File: config.mk
export PLATFORM = sky130hd
export DESIGN_NAME = hipercubo_control
export DESIGN_NICKNAME = d
export VERILOG_FILES = /design/src/rtl/hipercubo_control.sv
export SDC_FILE = /design/constraint.sdc
export NUM_CORES = 1
export LEC_CHECK = 0
export CORE_UTILIZATION = 40
export CTS_CLUSTER_DIAMETER = 40
export CTS_CLUSTER_SIZE = 12
export DETAILED_ROUTE_END_ITERATION = 7
export PLACE_DENSITY = 0.8
export SYNTH_ARGS = -nofsm -noshare
export SYNTH_HDL_FRONTEND = slang
export SYNTH_SLANG_ARGS = --single-unit
File: constraint.sdc
create_clock -name CLK -period 2.3 [get_ports CLK]
set_clock_uncertainty 0.1 [all_clocks]
set_input_delay 0.69 -clock CLK [delete_from_list [all_inputs] [get_ports CLK]]
set_output_delay 0.69 -clock CLK [all_outputs]
set_load 0.01 [all_outputs]
File: src/rtl/hipercubo_control.sv
// Purpose: sequences the 2x2 Hipercubo multiplier: captures A/B, drives ENa/ENb/ENc/SEL, flags the result.
// Latency: VALID rises 4 cycles after the edge that accepts START; back-to-back gives one result every 5 cycles.
// Backpressure: the result holds in DONE until ACK; START is ignored while busy or while a result is unacknowledged.
module hipercubo_control (
    input  logic       CLK,
    input  logic       RST,
    input  logic       START,
    input  logic       ACK,
    input  logic [3:0] XA00,
    input  logic [3:0] XA01,
    input  logic [3:0] XA10,
    input  logic [3:0] XA11,
    input  logic [3:0] XB00,
    input  logic [3:0] XB01,
    input  logic [3:0] XB10,
    input  logic [3:0] XB11,
    output logic [3:0] A00,
    output logic [3:0] A01,
    output logic [3:0] A10,
    output logic [3:0] A11,
    output logic [3:0] B00,
    output logic [3:0] B01,
    output logic [3:0] B10,
    output logic [3:0] B11,
    output logic [7:0] ENa,
    output logic [7:0] ENb,
    output logic [7:0] ENc,
    output logic [7:0] SEL,
    output logic       BUSY,
    output logic       VALID,
    output logic [7:0] COUNT
);

    typedef enum logic [2:0] {
        S_IDLE  = 3'd0,
        S_LOAD  = 3'd1,
        S_XFER1 = 3'd2,
        S_XFER2 = 3'd3,
        S_CAPT  = 3'd4,
        S_DONE  = 3'd5
    } state_t;

    state_t state;
    state_t state_nxt;
    logic   accept;

    // State register; reset wins over every other input.
    always_ff @(posedge CLK) begin
        if (RST) begin
            state <= S_IDLE;
        end else begin
            state <= state_nxt;
        end
    end

    // Next-state, START acceptance and Moore output decode (outputs depend on state only).
    always_comb begin
        state_nxt = state;
        accept    = 1'b0;
        ENa       = 8'h00;
        ENb       = 8'h00;
        ENc       = 8'h00;
        SEL       = 8'h00;
        BUSY      = 1'b0;
        VALID     = 1'b0;
        case (state)
            S_IDLE: begin
                if (START) begin
                    accept    = 1'b1;
                    state_nxt = S_LOAD;
                end
            end
            S_LOAD: begin
                // External coefficients into nodes 000..011.
                ENa       = 8'h0F;
                ENb       = 8'h0F;
                BUSY      = 1'b1;
                state_nxt = S_XFER1;
            end
            S_XFER1: begin
                // A01/A11 up to nodes 101/111, B10/B11 up to nodes 110/111.
                ENa       = 8'hA0;
                ENb       = 8'hC0;
                BUSY      = 1'b1;
                state_nxt = S_XFER2;
            end
            S_XFER2: begin
                // Second hop through the alternate mux inputs completes every operand pair.
                ENa       = 8'h5A;
                ENb       = 8'h3C;
                SEL       = 8'hFF;
                BUSY      = 1'b1;
                state_nxt = S_CAPT;
            end
            S_CAPT: begin
                ENc       = 8'hFF;
                BUSY      = 1'b1;
                state_nxt = S_DONE;
            end
            S_DONE: begin
                VALID = 1'b1;
                if (ACK) begin
                    if (START) begin
                        accept    = 1'b1;
                        state_nxt = S_LOAD;
                    end else begin
                        state_nxt = S_IDLE;
                    end
                end
            end
            default: begin
                state_nxt = S_IDLE;
            end
        endcase
    end

    // Coefficient holding registers; only an accepted START changes them.
    always_ff @(posedge CLK) begin
        if (RST) begin
            A00 <= 4'd0;
            A01 <= 4'd0;
            A10 <= 4'd0;
            A11 <= 4'd0;
            B00 <= 4'd0;
            B01 <= 4'd0;
            B10 <= 4'd0;
            B11 <= 4'd0;
        end else if (accept) begin
            A00 <= XA00;
            A01 <= XA01;
            A10 <= XA10;
            A11 <= XA11;
            B00 <= XB00;
            B01 <= XB01;
            B10 <= XB10;
            B11 <= XB11;
        end
    end

    // Completed-operation counter, bumped on CAPT->DONE, wraps naturally at 8 bits.
    always_ff @(posedge CLK) begin
        if (RST) begin
            COUNT <= 8'd0;
        end else if (state == S_CAPT) begin
            COUNT <= COUNT + 8'd1;
        end
    end

endmodule

==> metrics.md <==
| Metric | Value |
|---|---|
| Avg WL per Cell | `11.7 um` |
| VDD IR max | `424 uV` |
| Final-stage net count | `361` |
| Setup TNS | `0 ns` |
| Synth Area in Compound Gates | `3.90%` |
| Placer's final routability congestion estimate | `0.744` |
| Buf/Inv on CP | `2` |
| TritonCTS clock tree | `done` |
| Pin count of the biggest net entering global routing | `52` |
| Pwr dens | `565 nW/um^2` |
| Adder-cell share of the synthesized area | `0.565%` |
| Starting Density | `42.5%` |
| Internal power | `1.35 mW` |
| CP Data Required Time | `1.51 ns` |
| Post-synth ARST share | `0%` |
| Logic pwr share | `30.0%` |
| R2r setup slk | `0.48 ns` |
| ANT nets after route | `0` |
| Antenna diodes | `0` |
| Worst slew margin | `81.0%` |
| Most frequent cells in the layout | `74 x clkdlybuf4s50_1, 65 x nand2b_1, 41 x dfxtp_1` |
| Non-filler cells in the finished layout | `395` |
| Worst r2r src | `state[2]` |
| Hold buffers post-CTS | `0` |
| # setup viols final | `0` |
| Synth Net Count | `276` |
| Slowest cell on the critical path | `or3b_4` |
| FF-to-FF End | `COUNT[5]` |
| Largest family of logic cells by synthesized area | `simple AND/OR/NAND/NOR gates` |
| IO Pins | `110` |
| Commonest non-fill, non-tap cell in the layout | `clkdlybuf4s50_1` |
| Layout cell share with drive strength beyond 1 | `9.23%` |
| Area contributors post-synth | `dfxtp_1 39%, nand2b_1 18%, mux2i_1 15%` |
| Rows | `26` |
| Min-delay worst type | `flip-flop to flip-flop` |
| Pre-antenna DRT Iters | `4` |
| Placed Cells | `387` |
| Clock network power share | `25.0%` |
| CP max stage delay | `0.39 ns` |
| Post-synth EDFFs | `0` |
| Vias | `1,797` |
| Met2 WL | `2.16 mm` |
| Final Cycle Share | `96.3%` |
| Clk sinks | `43` |
| Core footprint | `5200 um^2` |
| Final min period | `2.21 ns` |
| GRT Total Usage | `16.3%` |
| Status | `finished, final reports clean` |
| Clock slew at reported path FFs | `0.08 ns` |
| Unrepaired setup endpoints after global routing | `no` |
| Aggregate global routing overflow | `0` |
| Maximum clock path buffer count | `2` |
| Ys Warns | `0` |
| WS Path Type | `flip-flop to primary output` |
| Total CTS buffers | `5` |
| Pleak | `1.45 nW` |
| H-tree lvl count | `2` |
| Seq/Total Area, Yosys | `38.9%` |
| Critical Path Start Type | `flip-flop` |
| Library cells used by synthesis | `30` |
| CP max FO | `8` |
| Critical Path AT | `1.42 ns` |
| Synthesized area per cell | `9.27 um^2` |
| Metal-1 WL | `1.91 mm` |
| Die width | `76.4 um` |
| CP Launch Point | `state[2]` |
| Reg power frac | `45.0%` |
| Area fraction of the dominant cell type after synthesis | `38.9%` |
| Hold_ws | `0.372 ns` |
| Initial antenna violation count | `0` |
| IO Port Bufs | `109` |
| Die Span Y | `76.4 um` |
| Fmax | `452 MHz` |
| Worst path depth | `3` |
| Top Metal Used | `met4` |
| Multiplexer share of the synthesized area | `15.9%` |
| DRT Wirelength | `4.60 mm` |
| P&R area growth vs syn | `49.8%` |
| Delay-heaviest family, CP | `simple AND/OR/NAND/NOR gates` |
| CP Cell Sequence | `or3b_4 > inv_2 > dlygate4sd2_1` |
| Max Slew Vio Count | `0` |
| Clock Latency Late Sink | `0.29 ns` |
| XOR/XNOR Fraction of Synth Area | `1.19%` |
| R2R depth | `4` |
| Vias in the first global route | `1,762` |
| # DRC | `0` |
| Drt via density | `4.55` |
| CTS root buf | `clkbuf_8` |
| Hold Fails Final Rpt | `0` |
| DRT iter0 DRCs | `49` |
| Crit. End Element | `primary output` |
| Max-Cap Viols | `0` |
| Simple-gate share of the synthesized area | `25.6%` |
| Sw Share | `27.7%` |
| First-pass GRT wire length | `7.81 mm` |
| Post-CTS Setup Bufs | `0` |
| Critical Path Sink | `ENc[6]` |
| Main synth FF type | `dfxtp_1` |
| Post-synthesis cell count | `239` |
| Met3 routed WL | `485 um` |
| Synth Cell Area | `2210 um^2` |
| Area leader, netlist | `dfxtp_1` |
| Synthesized flop and latch total | `43` |
| Detailed placement HPWL | `3.38 mm` |
| P_sw | `519 uW` |
| Slew @ Worst Pin | `0.283 ns` |
| Die area | `5840 um^2` |
## synthesized netlist by cell type (all sizes together), types with 3 or more instances
cell    count
nand2b     65
dfxtp      43
buf        34
mux2i      33
a21oi       8
clkbuf      8
nor2        7
inv         5
nand2       4
nand3       4
o21ai       4
nor2b       3
or3         3
## through the flow
| step | utilization [%] | instance area, um^2 | total power [mW] | setup WS, ns |
|---|---|---|---|---|
| 2_1_floorplan | - | 2210 | 1.17 | 0.0948 |
| 3_3_place_gp | 62.2 | 3240 | 1.44 | 0.0651 |
| 3_5_place_dp | 62.2 | 3240 | 1.45 | 0.0162 |
| 4_1_cts | 63.4 | 3300 | 1.91 | 0.0150 |
| 5_1_grt | 63.7 | 3320 | 1.97 | 0.0137 |
| 6_report | 63.7 | 3320 | 1.87 | 0.0854 |
## metal layers
metal,vias to the layer above,global-route usage [%]
met4,0,4.04
met1,802,17.9
met2,73,28.4
li1,917,-
met5,-,0
met3,5,7.31
## state kept, by name, summed over array words and instances (netlist names)
| name | cells |
|---|---|
| A10 | 4 |
| A11 | 4 |
| B00 | 4 |
| B11 | 4 |
| A00 | 4 |
| COUNT | 8 |
| A01 | 4 |
| state | 3 |
| B10 | 4 |
| B01 | 4 |
## logic make-up (layout without fill, tap and decap cells)
logic type	count (synthesis)	in the layout
buffers and inverters	47	133
flip-flops	43	43
XOR/XNOR	3	3
AND/OR/NAND/NOR	95	95
multiplexers	35	35
AO/OA/AOI/OAI	15	15
adder cells (fa/ha/maj)	1	1
## worst min path at each step
stage / startpoint / end / slack (ns) / depth (start not counted)
finish: B01[0] / B01[0] / 0.37 / 2
global route: B10[1] / B10[1] / 0.40 / 2
CTS: B01[0] / B01[0] / 0.38 / 2
detailed placement: B10[0] / B10[0] / 0.36 / 2
global placement: B01[0] / B01[0] / 0.36 / 2
floorplan: B01[0] / B01[0] / 0.39 / 2
## cell type report
type / count / area [um^2]
multi-input combinational: 149 / 1060
sequential: 43 / 866
clock buffer: 6 / 72.6
inverter: 5 / 18.8
tap: 70 / 87.6
fill: 476 / 1890
clock inverter: 2 / 12.5
timing repair buffer: 120 / 1190
## worst register-to-register path, cell delays in order, from the launching register on
cell and delay (ns):
dfxtp_2 0.37, or3b_4 0.39, buf_4 0.18, nor4_1 0.31, mux2_2 0.37
## what timing repair did
item / in CTS / in global routing
pin swaps: 0 / 0
resized for setup: 36 / 6
endpoints found under the setup margin: 34 / 5
## power groups by stage
stage	clock network, mW	registers (mW)	logic [mW]
after global routing	0.510	0.852	0.605
after floorplan	0	0.881	0.289
after CTS	0.490	0.845	0.573
after global placement	0	0.857	0.588
final	0.469	0.844	0.561
after detailed placement	0	0.859	0.595
No activity file was read; power rests on OpenSTA's default activity.
